## config.mk

```make
export PLATFORM = sky130hd
export DESIGN_NAME = stream_muxn
export DESIGN_NICKNAME = d
export VERILOG_FILES = /design/src/rtl/stream_muxn.sv
export SDC_FILE = /design/constraint.sdc
export NUM_CORES = 1
export LEC_CHECK = 0
export ABC_AREA = 1
export CAP_MARGIN = 25
export CORE_MARGIN = 1.5
export CORE_UTILIZATION = 39
export CTS_CLUSTER_DIAMETER = 80
export DETAILED_ROUTE_END_ITERATION = 8
export PLACE_DENSITY = 0.85
export RECOVER_POWER = 100
export SYNTH_ARGS = -nofsm -noshare
export SYNTH_HDL_FRONTEND = slang
export SYNTH_SLANG_ARGS = --single-unit
```

## constraint.sdc

```tcl
create_clock -name clk -period 4.5 [get_ports clk]
set_input_delay 1.35 -clock clk [delete_from_list [all_inputs] [get_ports clk]]
set_output_delay 1.35 -clock clk [all_outputs]
set_load 0.02 [all_outputs]
```

## src/rtl/stream_muxn.sv

```systemverilog
// stream_muxn: N-channel valid/ready stream multiplexer with one output register.
//
// Two arbitration modes:
//   mode = 0  fixed-select: the channel named by sel is the source.
//   mode = 1  round-robin: search starts at the channel after the last one served.
// The round-robin pointer moves on every input transfer in both modes, so a
// switch to round-robin continues fairly from the last channel served.
//
// Ports:
//   clk         system clock, rising edge
//   reset       synchronous, active-high
//   in_data     flattened channel data, channel i at [i*WIDTH +: WIDTH]
//   in_valid    per-channel valid
//   in_ready    per-channel ready (one-hot or zero)
//   mode        0 = fixed-select, 1 = round-robin
//   sel         source channel in fixed-select mode
//   out_data    registered output data
//   out_ch      channel that supplied out_data
//   out_valid   output register holds an unconsumed beat
//   out_ready   consumer accepts the beat
//   xfer_count  saturating count of output transfers
//
// Build option: define STREAM_MUXN_STATS_EN to implement xfer_count;
// otherwise xfer_count is tied to zero.

module stream_muxn #(
    parameter  int WIDTH  = 16,
    parameter  int NUM_CH = 4,
    localparam int SEL_W  = $clog2(NUM_CH)
) (
    input  logic                    clk,
    input  logic                    reset,
    input  logic [NUM_CH*WIDTH-1:0] in_data,
    input  logic [NUM_CH-1:0]       in_valid,
    output logic [NUM_CH-1:0]       in_ready,
    input  logic                    mode,
    input  logic [SEL_W-1:0]        sel,
    output logic [WIDTH-1:0]        out_data,
    output logic [SEL_W-1:0]        out_ch,
    output logic                    out_valid,
    input  logic                    out_ready,
    output logic [15:0]             xfer_count
);

    logic [SEL_W-1:0] rr_ptr;
    logic [SEL_W-1:0] grant;
    logic             grant_valid;
    logic [WIDTH-1:0] grant_data;
    logic             load_en;
    logic             take;

    function automatic logic [SEL_W-1:0] rr_idx(input logic [SEL_W-1:0] base, input int k);
        return SEL_W'((int'(base) + k) % NUM_CH);
    endfunction

    assign load_en = ~out_valid | out_ready;

    always_comb begin
        grant       = '0;
        grant_valid = 1'b0;
        if (mode) begin
            grant_valid = |in_valid;
            // Scan from the farthest offset down so the nearest valid channel
            // after rr_ptr is the last assignment and therefore wins.
            for (int k = NUM_CH; k >= 1; k--) begin
                if (in_valid[rr_idx(rr_ptr, k)]) grant = rr_idx(rr_ptr, k);
            end
        end else begin
            grant = sel;
            // Out-of-range select (non-power-of-2 channel count) never grants.
            if (int'(sel) < NUM_CH) grant_valid = in_valid[sel];
        end
    end

    always_comb begin
        grant_data = '0;
        for (int i = 0; i < NUM_CH; i++) begin
            if (grant == SEL_W'(i)) grant_data = in_data[i*WIDTH +: WIDTH];
        end
    end

    always_comb begin
        in_ready = '0;
        if (!reset && load_en && grant_valid) in_ready[grant] = 1'b1;
    end

    assign take = |(in_valid & in_ready);

    always_ff @(posedge clk) begin
        if (reset) begin
            out_valid <= 1'b0;
            out_data  <= '0;
            out_ch    <= '0;
            rr_ptr    <= SEL_W'(NUM_CH - 1);
        end else if (load_en) begin
            // With no new beat the register empties; data and channel hold.
            out_valid <= take;
            if (take) begin
                out_data <= grant_data;
                out_ch   <= grant;
                rr_ptr   <= grant;
            end
        end
    end

`ifdef STREAM_MUXN_STATS_EN
    logic [15:0] xfer_cnt;

    always_ff @(posedge clk) begin
        if (reset) begin
            xfer_cnt <= '0;
        end else if (out_valid && out_ready && xfer_cnt != 16'hFFFF) begin
            xfer_cnt <= xfer_cnt + 16'd1;
        end
    end

    assign xfer_count = xfer_cnt;
`else
    assign xfer_count = 16'h0000;
`endif

endmodule

```

After elaboration in Yosys (flattened, before gate mapping). Cells that the tools add are included.

Register bits after elaboration: 21. Word-level logic and storage cells: 52.

$add $sub $neg: 4. $lt $le $gt $ge: 7. Eq/ne operators: 3. Multiplexer cells: 23. Bitwise logic cells: 3. Reduce and logical (&&, ||, !) cells: 8.

Operators with widths (count): 16-bit 2-to-1 mux (4); 2-bit by 3-bit < comparator with 1-bit output, second input constant (6); 1-bit binary-select mux with 2-bit select (5); 2-bit 2-to-1 mux (5); 4-bit OR reduction (2); 1-bit 2-to-1 mux (7); 2-bit by 1-bit adder with 2-bit output, second input constant (2); 2-bit adder, second input constant (2); 4-bit AND (1); 2-bit == test, second input constant (2); 4-bit 2-to-1 mux (1); 1-bit logical AND (3); 1-bit demux with 2-bit select (1); 2-bit by 1-bit == test with 1-bit output, second input constant (1); 2-bit by 1-bit >= comparator with 1-bit output, second input constant (1); 2-bit zero test (1); 2-bit AND reduction (1); 1-bit zero test (1); 1-bit NOT (1); 1-bit bitwise OR (1).

Depth between registers and ports, before layout. Gate-level depths: netlist of run 1.

Word-level depth: 16. Gate-level depth with buffers: 17. Gate-level depth less buffers: 17.

Least setup slack after synthesis of run 1. Ideal clock, no wire load.

Path type: input to output. Start: input port in_valid[1]. End: output port in_ready[0]. Arrival: 2.621 ns. Data required time: 3.150 ns. Path slack: 0.529 ns. Stages: 11. Path through: inv_1 > nand2_1 > nand3_1 > nand2_1 > inv_1 > nand2_1 > nand3_1 > nand3_2 > nand2_4 > inv_2 > nor3_1.

Longest elaborated chain between the ends: 12. Elaborated cells on any way between the ends: 24. Classes of those cells: order compare: 2; mux: 19; reduce/logical: 3.

RTL lines: start, declared (line 34) `input logic [NUM_CH-1:0] in_valid,`; 1-bit binary-select mux with 2-bit select (line 66) `if (in_valid[rr_idx(rr_ptr, k)]) grant = rr_idx(rr_ptr, k);`; 1-bit 2-to-1 mux (not written as such) (line 66); 2-bit 2-to-1 mux (4 in series) (line 66); 2-bit 2-to-1 mux (line 61) `if (mode) begin`; 2-bit by 3-bit < comparator with 1-bit output (not written as such) or 2-bit by 1-bit >= comparator with 1-bit output (tied branches) (line 84) `if (!reset && load_en && grant_valid) in_ready[grant] = 1'b1;`; 1-bit logical AND (not written as such) (line 84); 1-bit 2-to-1 mux (not written as such) (line 84); 1-bit demux with 2-bit select (line 84); 4-bit 2-to-1 mux (*) (line 84); end, declared (line 35) `output logic [NUM_CH-1:0] in_ready,`.

Every way passes the cells marked *; elsewhere a longest branch is shown, timed or not. The select of a mux whose other input is x is not followed.

Final worst setup path of run 1.
Start: input port in_valid[2]. End: output port in_ready[0].

The elaborated chain is that of the path after synthesis.

==> results.yml, run 1 <==
pwr:
  power_frac_seq: 0.302
  pwr-share-clk: 0.170
  ir_worst_vdd_uv: 193.4
  power.leakage_nw: 1.445
  p_sw_mw: 0.2778
  power_frac_comb: 0.529
  power.internal_mw: 0.4409
  switching_share: 0.3865
  p_per_area_nw_per_um2: 252.4
  p_total_mw: 0.7187
logic_synthesis:
  async_reset_ff_frac: 0
  muxShareOfSynthArea: 0
  yosys-top-cells-area: "dfxtp_1 (24%), nand2_1 (22%), nand3_1 (8.9%), nor2_1 (7.6%), buf_4 (7.3%)"
  yosysTopAreaCellShare: 0.2421
  synth-seq-cells: 21
  synth.most_common_cell: "nand2_1"
  yosys.area_share.simple: 0.4805
  synth_edf_count: 0
  synthCells: 300
  postSynthAreaPerCell_um2: 5.789
  ys_warn_count: 0
  netlist_area_um2: 1737
  synth_ff_type: "dfxtp_1"
  ys_seq_area_frac: 0.2421
  yosys.area.top_type: "dfxtp_1"
  ys_top_cells_by_count: "nand2_1 (101), nor2_1 (35), nand3_1 (31)"
  synthAdderAreaFrac: 0
  yosys.area_share.xor_xnor: 0
  synth_top_family_by_area: "simple AND/OR/NAND/NOR gates"
  synth_compound_area_frac: 0.09006
  synth_cell_types: 28
critical_path:
  cp_max_fo: 5
  critical_path_class: "input pin to output pin"
  critPathArrivalTime_ps: 2990
  end_kind: "output pin"
  reg2reg_to: "out_data[8]$_SDFFE_PP0P_"
  r2r_cells: 18
  crit_required_ps: 3150
  ff2ff_setup_slack_ps: 2200
  r2r_start: "rr_ptr[0]$_SDFFE_PP1P_"
  startpoint_type: "input pin"
cts:
  cts_hold_buf: 0
  clock_latency_ps: 260
  cts.root.buffer_cell: "clkbuf_8"
  cts_max_path_buffers: 2
  cts_max_level: 1
  cts.sinks: 21
  cts_tree: "yes"
  clk_pin_slew_worst_paths_ps: 70
  cts_inserted_buffers: 3
floorplan:
  core_area_um2: 4324
  die_h_um: 69.73
  ioPinCount: 113
  dieArea_um2: 4862
  initial_core_util: 0.4016
  die_w_um: 69.73
  row_count: 24
placement:
  hpwlAfterDp_um: 4454
  gp_congestion: 0.8045
  numPortBuffers: 96
  dp_cells: 459
timing:
  whs_ps: 471.5
  hold_violations: 0
  drv_slew: 0
  rsz0062_at_grt: "false"
  fmax_mhz: 230.6
  setup_viol: 0
  fin_skew_ps: 6.722
  period_share: 0.9637
  worst_pin_slew_ps: 1123
  relSlewSlack: 0.2516
  fin_crit_ps: 4336
grt:
  grt_first_pass_wirelength_um: 8714
  antenna_found_initial: 0
  gr-total-overflow: 0
  grt_usage: 0.2199
  grt_max_degree: 31
  grt_pass1_vias: 2074
routing:
  drcViolationCount: 0
  wl_per_cell_um: 11.69
  antenna_left: 0
  drtIter0Drc: 98
  drt-pass1-iter-count: 4
  num_vias: 2205
  wirelength_um: 5422
  viasPerCell: 4.752
final_layout:
  nNetsFinal: 487
  fin_cells: 464
  drive_gt1_frac: 0.1262
  n_antenna_cell: 0
  syn_to_final_growth_pct: 63.98
min_path:
  hold_path.class: "flop to flop"
  hold_depth: 2
  min_from: "out_ch[1]$_SDFFE_PP0P_"
  holdPathEnd: "out_ch[1]$_SDFFE_PP0P_"
run:
  maxCapViolations: 0
status:
  outcome: "completed"
## critical path, cell delays in order
cell and delay, ps:
clkdlybuf4s50_1 500, inv_1 50, nand2_1 70, nand3_1 80, nand2_1 70, inv_1 40
nand2_1 60, nand2_1 50, nand2_1 60, nand3_2 90, nand2_4 110, inv_2 50
nor3_2 200, buf_2 200
## layout by cell type, fill, tap and decap left out, types with 2 or more instances in the layout
cell / instances
a21oi_1: 8
buf_2: 2
buf_4: 22
clkbuf_1: 2
clkbuf_4: 2
clkbuf_8: 3
clkdlybuf4s50_1: 71
clkinv_1: 3
conb_1: 16
dfxtp_1: 21
dlygate4sd3_1: 19
dlymetal6s2s_1: 2
inv_1: 26
inv_2: 4
nand2_1: 98
nand2_2: 3
nand3_1: 31
nand3_2: 2
nand3b_1: 4
nand4_1: 4
nor2_1: 35
nor2_4: 2
nor3_2: 2
o211ai_1: 2
o21ai_0: 14
or2_2: 6
## state kept, by name, summed over array words and instances (netlist names)
name / cells
out_ch: 2
out_data: 16
out_valid: 1
rr_ptr: 2
## final cells by class
cell class | instances | area [um^2]
clock inverter | 1 | 5.005
clock buffer | 3 | 41.29
timing repair buffer | 120 | 1124
inverter | 33 | 123.9
sequential | 21 | 420.4
multi-input combinational | 234 | 1069
tap | 52 | 65.06
fill | 416 | 1476
## repair_timing
item	CTS	global route
pin swaps	0	2
setup endpoints to repair	4	4
buffers inserted	0	1
resized for setup	15	14
## power by group through the flow
| stage | combinational (mW) | sequential [mW] | clock, mW |
|---|---|---|---|
| after detailed placement | 0.384 | 0.222 | 0 |
| after CTS | 0.384 | 0.218 | 0.125 |
| after global placement | 0.377 | 0.222 | 0 |
| after global routing | 0.419 | 0.219 | 0.132 |
| after floorplan | 0.205 | 0.243 | 0 |
| final | 0.380 | 0.217 | 0.122 |
## per-stage QoR
stage | setup slack [ps] | util | instance area, um^2 | TNS [ps]
floorplan | 528.8 | - | 1793 | 0
global placement | -333.0 | 0.6461 | 2794 | -1139
detailed placement | -395.0 | 0.6461 | 2794 | -1302
CTS | 2.527 | 0.6565 | 2839 | 0
global route | 11.43 | 0.6586 | 2848 | 0
finish | 163.5 | 0.6586 | 2848 | 0
## metal layers
metal | vias up | GRT usage | routed length [um]
met5 | - | 0 | 0
li1 | 1127 | - | -
met2 | 102 | 0.4167 | 2800
met3 | 16 | 0.06977 | 452
met1 | 960 | 0.2287 | 2024
met4 | 0 | 0.06838 | 144
## cells by family after synthesis
family	after synthesis
simple gates	190
buf+inv	60
flops	21
other cells	1
compound gates	28
## worst max-delay path by stage
stage               slack, ps         from     endpoint
finish                    160  in_valid[2]  in_ready[0]
detailed placement       -400  in_valid[1]  in_ready[0]
global placement         -330  in_valid[3]  in_ready[0]
floorplan                 530  in_valid[1]  in_ready[0]
CTS                         3  in_valid[1]  in_ready[1]
global route               10  in_valid[2]  in_ready[0]
(Power assumes the default switching activity.)
==> inputs of run 2 (changes only) <==
--- a/config.mk
+++ b/config.mk
@@ -13,6 +13,7 @@
 export DETAILED_ROUTE_END_ITERATION = 8
 export PLACE_DENSITY = 0.85
 export RECOVER_POWER = 100
+export SETUP_SLACK_MARGIN = 0.2
 export SYNTH_ARGS = -nofsm -noshare
 export SYNTH_HDL_FRONTEND = slang
 export SYNTH_SLANG_ARGS = --single-unit
==> run 2 against run 1 <==
Cell count decreased by 0.22%. Sequential share of layout area grew 0.098 points. Non-clock buffer count decreased by 1. Clock skew hardly changed. Global-route usage grew 0.091 points. Largest cell class unchanged. Largest power group unchanged. Highest routed layer unchanged.
==> results.yml, run 2 (synthesized netlist as in run 1, its figures left out) <==
routing:
  wl_per_cell_um: 11.67
  drtIter0Drc: 110
  viasPerCell: 4.758
  drt-pass1-iter-count: 4
  wirelength_um: 5405
  num_vias: 2203
  drcViolationCount: 0
  antenna_left: 0
cts:
  post_cts_buffers: 0
  cts_tree: "yes"
  cts_max_level: 1
  clock_latency_ps: 260
  cts_max_path_buffers: 2
  cts_inserted_buffers: 3
  cts.root.buffer_cell: "clkbuf_8"
  clk_pin_slew_worst_paths_ps: 70
  cts_hold_buf: 0
  cts.sinks: 21
pwr:
  pwr-share-clk: 0.171
  power.internal_mw: 0.4384
  power.leakage_nw: 1.420
  p_per_area_nw_per_um2: 253.0
  ir_worst_vdd_uv: 193.1
  p_total_mw: 0.7156
  p_sw_mw: 0.2772
  power_frac_comb: 0.527
  switching_share: 0.3873
  power_frac_seq: 0.303
critical_path:
  cp_slowest_cell: "clkdlybuf4s50_1"
  reg2reg_to: "out_data[8]$_SDFFE_PP0P_"
  critPathArrivalTime_ps: 2860
  crit_required_ps: 3150
  slowest_delay_ps: 460
  cp-startpoint: "sel[0]"
  crit_buf_inv: 2
  startpoint_type: "input pin"
  cp_max_fo: 7
  ff2ff_setup_slack_ps: 2200
  end_kind: "output pin"
  critPathTopFamily: "buffers and inverters"
  r2r_start: "rr_ptr[0]$_SDFFE_PP1P_"
  r2r_cells: 18
  path_cells: "clkdlybuf4s50_1 > nand2_1 > o21ai_0 > o221ai_1 > nand3_4 > nor2_1 > clkbuf_1"
  critical_path_class: "input pin to output pin"
final_layout:
  syn_to_final_growth_pct: 62.90
  drive_gt1_frac: 0.1119
  final-seq-area_um2: 420.4
  nNetsFinal: 486
  n_antenna_cell: 0
  largest_reg_flops: 16
  fin_cells: 463
  reg_top3: "out_data: 16 flops, out_ch: 2 flops, rr_ptr: 2 flops"
  final_cell_mix: "nand2_1 (100), clkdlybuf4s50_1 (69), nor2_1 (35), nand3_1 (31), inv_1 (27)"
  final_common_cell: "nand2_1"
  multi_input_area_um2: 1070
  design_area_um2: 2829
  largest_register: "out_data"
  fill_cells: 419
floorplan:
  die_h_um: 69.73
  dieArea_um2: 4862
  ioPinCount: 113
  die_w_um: 69.73
  core_area_um2: 4324
  row_count: 24
  initial_core_util: 0.4016
timing:
  hold_violations: 0
  worst_pin_slew_ps: 1128
  rsz0062_at_grt: "false"
  relSlewSlack: 0.2483
  whs_ps: 471.6
  drv_slew: 0
  period_share: 0.9350
  fin_crit_ps: 4208
  fmax_mhz: 237.7
  fin_skew_ps: 6.353
  setup_viol: 0
grt:
  gr-total-overflow: 0
  grt_first_pass_wirelength_um: 8742
  grt_usage: 0.2208
  antenna_found_initial: 0
  grt_max_degree: 31
  grt_pass1_vias: 2069
min_path:
  holdPathEnd: "out_ch[1]$_SDFFE_PP0P_"
  min_from: "out_ch[1]$_SDFFE_PP0P_"
  hold_path.class: "flop to flop"
  hold_depth: 2
placement:
  numPortBuffers: 96
  dpl_cell_area_um2: 2794
  hpwlAfterDp_um: 4454
  dp_cells: 459
  gp_congestion: 0.8045
run:
  maxCapViolations: 0
status:
  outcome: "completed"
[run 2: worst max-delay path by stage]
stage	cells past startpoint	slack (ps)	endpoint
after detailed placement	14	-400	in_ready[0]
after CTS	7	310	in_ready[0]
after global placement	14	-330	in_ready[0]
after global routing	15	100	in_ready[3]
after floorplan	11	530	in_ready[0]
final	7	290	in_ready[3]
[run 2: stage by stage]
stage / worst slack, ps / TNS [ps] / util
after CTS: 312.7 / 0 / 0.6539
after detailed placement: -395.0 / -1302 / 0.6461
after global routing: 104.5 / 0 / 0.6542
after floorplan: 528.8 / 0 / -
after global placement: -333.0 / -1139 / 0.6461
final: 292.3 / 0 / 0.6542
[run 2: area by class of cell]
class | count | share of cell area
timing repair buffer | 119 | 0.3901
clock buffer | 3 | 0.01460
inverter | 33 | 0.04379
clock inverter | 1 | 0.001769
multi-input combinational | 234 | 0.3782
tap | 52 | 0.02300
sequential | 21 | 0.1486
[run 2: what timing repair did]
action / CTS / global route
pin swaps: 1 / 1
endpoints found under the setup margin: 4 / 4
resized for setup: 27 / 5
[run 2: worst reg2reg max path, stage by stage (launching register included)]
cell and delay, ps:
dfxtp_1 450, inv_2 130, nand2_1 80, nand2_1 100
nand2_1 100, nand2_1 60, nand2_1 80, nand3_1 80
nand3_2 110, nand2_4 80, buf_4 140, buf_4 160
nor2_2 250, nand2_1 90, nand2_1 90, nand2_1 70
nand3_1 70, nand2_1 70, inv_1 50
[run 2: metal layers]
layer | up-vias | share of wire | GRT usage
met5 | - | 0 | 0
met4 | 0 | 0.021 | 0.06197
met2 | 90 | 0.52 | 0.4209
li1 | 1125 | - | -
met1 | 976 | 0.38 | 0.2314
met3 | 12 | 0.081 | 0.06831
[run 2: power by group through the flow]
stage	logic (mW)	clock network (mW)	registers, mW
after global placement	0.377	0	0.222
final	0.377	0.122	0.217
after global routing	0.416	0.132	0.219
after floorplan	0.205	0	0.243
after detailed placement	0.384	0	0.222
after CTS	0.384	0.125	0.218
